$ cat config.mk
export PLATFORM = sky130hd
export DESIGN_NAME = proc_pipe
export DESIGN_NICKNAME = d
export VERILOG_FILES = /design/src/rtl/proc_pipe.sv
export SDC_FILE = /design/constraint.sdc
export NUM_CORES = 2
export LEC_CHECK = 0
export BUFFER_PORTS_ARGS = -buffer_cell sky130_fd_sc_hd__buf_2
export CORE_MARGIN = 1
export CORE_UTILIZATION = 62
export CTS_BUF_LIST = sky130_fd_sc_hd__clkbuf_16
export CTS_CLUSTER_SIZE = 8
export DETAILED_ROUTE_END_ITERATION = 8
export PLACE_DENSITY_LB_ADDON = 0.1
export SLEW_MARGIN = 10
export SYNTH_ARGS = -nofsm -noshare
export SYNTH_HDL_FRONTEND = slang
export SYNTH_SLANG_ARGS = --single-unit
$ cat constraint.sdc
create_clock -name clk -period 20.5 [get_ports clk]
set_input_delay 4.1 -clock clk [delete_from_list [all_inputs] [get_ports clk]]
set_output_delay 4.1 -clock clk [all_outputs]
set_load 0.01 [all_outputs]
$ cat src/rtl/proc_pipe.sv
// proc_pipe: 3-stage AND/ADD/SUB/OR/XOR/LOAD pipeline with internal word storage.
// Optional carry/zero result flags are enabled by defining PROC_PIPE_FLAGS_EN.
module proc_pipe #(
    parameter int DATA_W = 8,
    parameter int ADDR_W = 8,
    localparam int INSTR_W = 3 + ADDR_W + 2 * DATA_W
) (
    input  logic               clk,
    input  logic               rst,
    input  logic               in_valid,
    input  logic [INSTR_W-1:0] instr,
    output logic               out_valid,
`ifdef PROC_PIPE_FLAGS_EN
    output logic [DATA_W-1:0]  y,
    output logic               cout,
    output logic               zero
`else
    output logic [DATA_W-1:0]  y
`endif
);

    localparam int STAGES = 3;
    localparam int DEPTH  = 2 ** ADDR_W;

    typedef enum logic [2:0] {
        OP_AND  = 3'b000,
        OP_ADD  = 3'b001,
        OP_SUB  = 3'b010,
        OP_OR   = 3'b011,
        OP_XOR  = 3'b100,
        OP_LOAD = 3'b101,
        OP_NOP0 = 3'b110,
        OP_NOP1 = 3'b111
    } op_t;

    typedef struct packed {
        op_t               op;
        logic [ADDR_W-1:0] addr;
        logic [DATA_W-1:0] a;
        logic [DATA_W-1:0] b;
    } req_t;

    req_t              dec;
    req_t              s1;
    logic              accept;
    logic [STAGES:1]   vld_pipe;

    logic [DATA_W-1:0] mem [0:DEPTH-1];
    logic [DATA_W:0]   sum;
    logic [DATA_W:0]   diff;
    logic [DATA_W-1:0] r;
    logic              c;
    logic [DATA_W-1:0] r2;
    logic              c2;

    assign dec    = req_t'(instr);
    // Both NOP encodings share the top two opcode bits.
    assign accept = in_valid && (dec.op[2:1] != 2'b11);

    always_ff @(posedge clk) begin
        if (rst) begin
            vld_pipe <= '0;
        end else begin
            vld_pipe <= {vld_pipe[STAGES-1:1], accept};
        end
    end

    always_ff @(posedge clk) begin
        if (!rst && accept) begin
            s1 <= dec;
        end
    end

    assign sum  = {1'b0, s1.a} + {1'b0, s1.b};
    assign diff = {1'b0, s1.a} - {1'b0, s1.b};

    always_comb begin
        r = '0;
        c = 1'b0;
        case (s1.op)
            OP_AND:  r = s1.a & s1.b;
            OP_ADD: begin
                r = sum[DATA_W-1:0];
                c = sum[DATA_W];
            end
            // The extra diff bit is the borrow; carry means no borrow (a >= b).
            OP_SUB: begin
                r = diff[DATA_W-1:0];
                c = ~diff[DATA_W];
            end
            OP_OR:   r = s1.a | s1.b;
            OP_XOR:  r = s1.a ^ s1.b;
            OP_LOAD: r = mem[s1.addr];
            default: r = '0;
        endcase
    end

    // Write lands on the S2 edge, so a LOAD one cycle behind already sees it.
    always_ff @(posedge clk) begin
        if (!rst && vld_pipe[1] && (s1.op != OP_LOAD)) begin
            mem[s1.addr] <= r;
        end
    end

    always_ff @(posedge clk) begin
        if (vld_pipe[1]) begin
            r2 <= r;
            c2 <= c;
        end
    end

    assign out_valid = vld_pipe[STAGES];

    always_ff @(posedge clk) begin
        if (rst) begin
            y <= '0;
        end else if (vld_pipe[2]) begin
            y <= r2;
        end
    end

`ifdef PROC_PIPE_FLAGS_EN
    always_ff @(posedge clk) begin
        if (rst) begin
            cout <= 1'b0;
            zero <= 1'b0;
        end else if (vld_pipe[2]) begin
            cout <= c2;
            zero <= (r2 == '0);
        end
    end
`else
    logic unused_c2;
    assign unused_c2 = c2;
`endif

endmodule
==> summary.md <==
| Metric | Value |
|---|---|
| Clk sinks | 2102 |
| Power density cells | around 110 mW/mm2 |
| I/O pin count | 39 |
| Synth Cell Area | around 0.082 mm2 |
| Starting density of the core | 0.625 |
| Data arrival time of the critical path | 8.69 ns |
| Via count | about 42000 |
| First-pass GRT wire length | between 300000 and 400000 um |
| Routed Antenna Nets | 0 |
| Routed wire per std cell | 36.7 um |
| Worst reg2reg endpoint | mem[115][5]$_DFFE_PP_ |
| MaxCap Viol Count | 0 |
| Final Wtd Congestion | ~0.91 |
| Max Slew Vio Count | 0 |
| Max Clk Rate | approximately 120 MHz |
| CTS resizes | 0 |
| GR Util All Layers | 0.329 |
| Layout cells sized above 1 | 0.251 |
| Avg Inst Size Synth | around 21 um2 |
| Clock transition at path regs | ~0.050 ns |
| Setup crit end kind | flip-flop |
| Via/cell ratio | roughly 7.1 |
| Syn Nets | slightly below 4000 |
| GRT overflow | 0 |
| Static leakage | around 30 nW |
| Outcome | completed |
| # nets final | ~4100 |
| Fraction of registers with async set/reset | 0 |
| Max incr delay on CP | ~0.83 ns |
| Area leader, netlist | edfxtp_1 |
| EDFF count, synth | around 2100 |
| DIE AREA | roughly 0.13 mm2 |
| Hold depth | 2 |
| TritonCTS Buffers | approximately 310 |
| Worst VDD drop | between 0.00008 and 0.00009 V |
| Vias in the first global route | 42464 |
| DP HPWL | roughly 130000 um |
| Cell seen most often among critical-path stages | buf_4 |
| Detailed Routing Iterations Pass 1 | 8 |
| Final setup vio count | 0 |
| Core Region | about 0.13 mm2 |
| Routed WL | ~220000 um |
| Tcrit/Tclk final | 0.398 |
| Chip Width | 366 um |
| Synth Register Bits | approximately 2100 |
| Worst Skew | around 0.054 ns |
| Slew at the pin with the worst max-slew slack | around 1.2 ns |
| Non-filler instance count after layout | roughly 5900 |
| Worst skew pair latency | about 0.9 ns |
| Placed Cells | roughly 5500 |
| Tmin final | a little over 8 ns |
| Slew HR | 0.194 |
| RSZ-0062 raised after global routing | no |
| Clock Path Buffers | 4 |
| Min-delay src | r2[0]$_DFFE_PP_ |
| Min-delay worst type | flip-flop to flip-flop |
| Cell chain of the critical path | buf_4 > buf_4 > buf_4 > buf_4 > mux2i_1 > o221ai_1 > o22ai_1 > o311ai_0 > nand2_1 > nor4_1 > a2111o_2 > buf_4 > buf_4 |
| Post-route setup slack | roughly 12 ns |
| Synth Warn # | 0 |
| Final core occ | 0.702 |
| Netlist cell types | 67 |
| R2R cell count | 13 |
| WHS Endpoint | y[0]$_SDFFE_PP0P_ |
| Design Power | 10.3 mW |
| Gate count after technology mapping | approximately 3800 |
| # DRC | 0 |
| Slowest CP cell | buf_4 |
| Area after DPL | approximately 0.084 mm2 |
| Critical path type | flip-flop to flip-flop |
| Final instance area | a little over 0.09 mm2 |
| H-tree depth | 5 |
| Hold_buf cts | 0 |
| Required @ worst endpoint | between 20 and 25 ns |
| Filler Cell Count | approximately 7700 |
| Buffers added on ports | 38 |
| Area contributors post-synth | edfxtp_1, mux4_2, mux2i_1 |
| CP max FO | between 80 and 90 |
| Largest net degree at the start of global routing | 170 |
| Die height | between 300 and 400 um |
| Setup Fix Bufs, Post-CTS | 0 |
| Setup WS pre-CTS | 12.22 ns |
| R2r setup slk | about 12 ns |
| Hold Fails Final Rpt | 0 |
| CTS tree | built |
| Root Buffer | clkbuf_16 |
| Setup TNS | 0 ns |
| Sequential share of the synthesized area | 0.765 |
| FP Rows | between 100 and 150 |
| CP Launch Type | flip-flop |
| Area Growth Syn to Fin | 12.4% |
| Post-synth top area share | 0.760 |
| Initial antenna violation count | 6 |
| Synth Flop Type | edfxtp_1 |
| Final Hold Slack | between 0.4 and 0.5 ns |
| Initial DRC count | approximately 6000 |
[state kept, by name (all words and copies together), names as in the netlist, named ones only]
| name | flops |
|---|---|
| r2 | 8 |
| s1 | 27 |
| y | 8 |
| vld_pipe | 3 |
| mem | 2048 |
[cells in the mapped netlist, types with 7 or more instances]
master,instances
edfxtp_1,2083
mux4_2,529
nor2_1,310
mux2i_1,127
nand2_1,97
clkbuf_1,95
o221ai_1,55
buf_2,50
buf_6,37
nand3_1,37
a21oi_1,34
o22ai_1,29
o21ai_0,26
ha_1,24
inv_1,24
nor2b_1,21
a22oi_1,19
dfxtp_1,19
mux2_2,18
a211oi_1,17
buf_4,17
and2_1,16
buf_1,15
nor3_1,14
a31oi_1,11
nand4_1,10
a221oi_1,8
o311ai_0,8
xnor2_1,8
a2111oi_0,7
[cells in the final DEF, fill, tap and decap left out, drive strengths merged, types with 14 or more instances in the layout]
cell type and instances:
a22oi 19, nand2 97, dfxtp 19, o221ai 55, nand3 37, nor2 310
mux4 530, edfxtp 2083, ha 24, nor2b 21, mux2 18, o21ai 30
mux2i 127, inv 73, clkbuf 320, a211oi 17, nor3 14, buf 124
o22ai 29, a21oi 34, and2 17
[how the worst max path moves through the flow]
| stage | from | end | slack [ns] | cells after the start |
|---|---|---|---|---|
| 2_1_floorplan | s1[24]$_DFFE_PP_ | mem[0][1]$_DFFE_PP_ | 10.02 | 7 |
| 3_3_place_gp | flip-flop | mem[77][5]$_DFFE_PP_ | 12.14 | 12 |
| 3_5_place_dp | flip-flop | mem[117][5]$_DFFE_PP_ | 12.22 | 13 |
| 4_1_cts | flip-flop | mem[115][5]$_DFFE_PP_ | 12.15 | 13 |
| 5_1_grt | flip-flop | mem[115][5]$_DFFE_PP_ | 11.86 | 13 |
| 6_report | flip-flop | mem[115][5]$_DFFE_PP_ | 12.33 | 13 |
[kinds of logic (layout without fill, tap and decap cells)]
group | count (synthesis) | in the layout | share of synthesized area
XOR/XNOR | 10 | 10 | 0.00106
AND/OR/NAND/NOR | 539 | 539 | 0.0282
other | 0 | 2 | 0
AO/OA/AOI/OAI | 251 | 251 | 0.0221
flip-flops | 2102 | 2102 | 0.765
buffers and inverters | 243 | 519 | 0.0167
multiplexers | 675 | 675 | 0.163
adder cells (fa/ha/maj) | 25 | 25 | 0.00389
[power by group]
| group | total, mW | internal (mW) | switching (mW) | leakage, nW |
|---|---|---|---|---|
| sequential | 4.98 | 4.95 | 0.0241 | 19.2 |
| clock | 4.41 | 2.73 | 1.68 | 4.20 |
| combinational | 0.884 | 0.252 | 0.632 | 6.17 |
| total | 10.3 | 7.93 | 2.34 | 29.6 |
[worst max-delay path: cells and delay by family (launching register included)]
family,cells,cell delay [ns]
buf+inv,6,4.22
compound gates,4,1.40
simple gates,2,0.85
flops,1,0.73
mux,1,0.20
[routing by layer]
layer,GRT usage,vias up,share of wire
li1,-,16428,-
met1,0.464,21786,0.36
met2,0.491,3018,0.46
met3,0.0878,558,0.12
met4,0.148,8,0.050
met5,0,-,0.00026
[cell type report]
cell class                 instances  area, um2  area share
sequential                      2102      62900       0.681
timing repair buffer             124        896     0.00969
clock inverter                    50        220     0.00238
multi-input combinational       1500      18100       0.196
inverter                          25        101     0.00110
antenna                            2       5.00   0.0000541
clock buffer                     320       8010      0.0866
tap                             1755       2200      0.0237
Power figures use the tool's default switching activity.
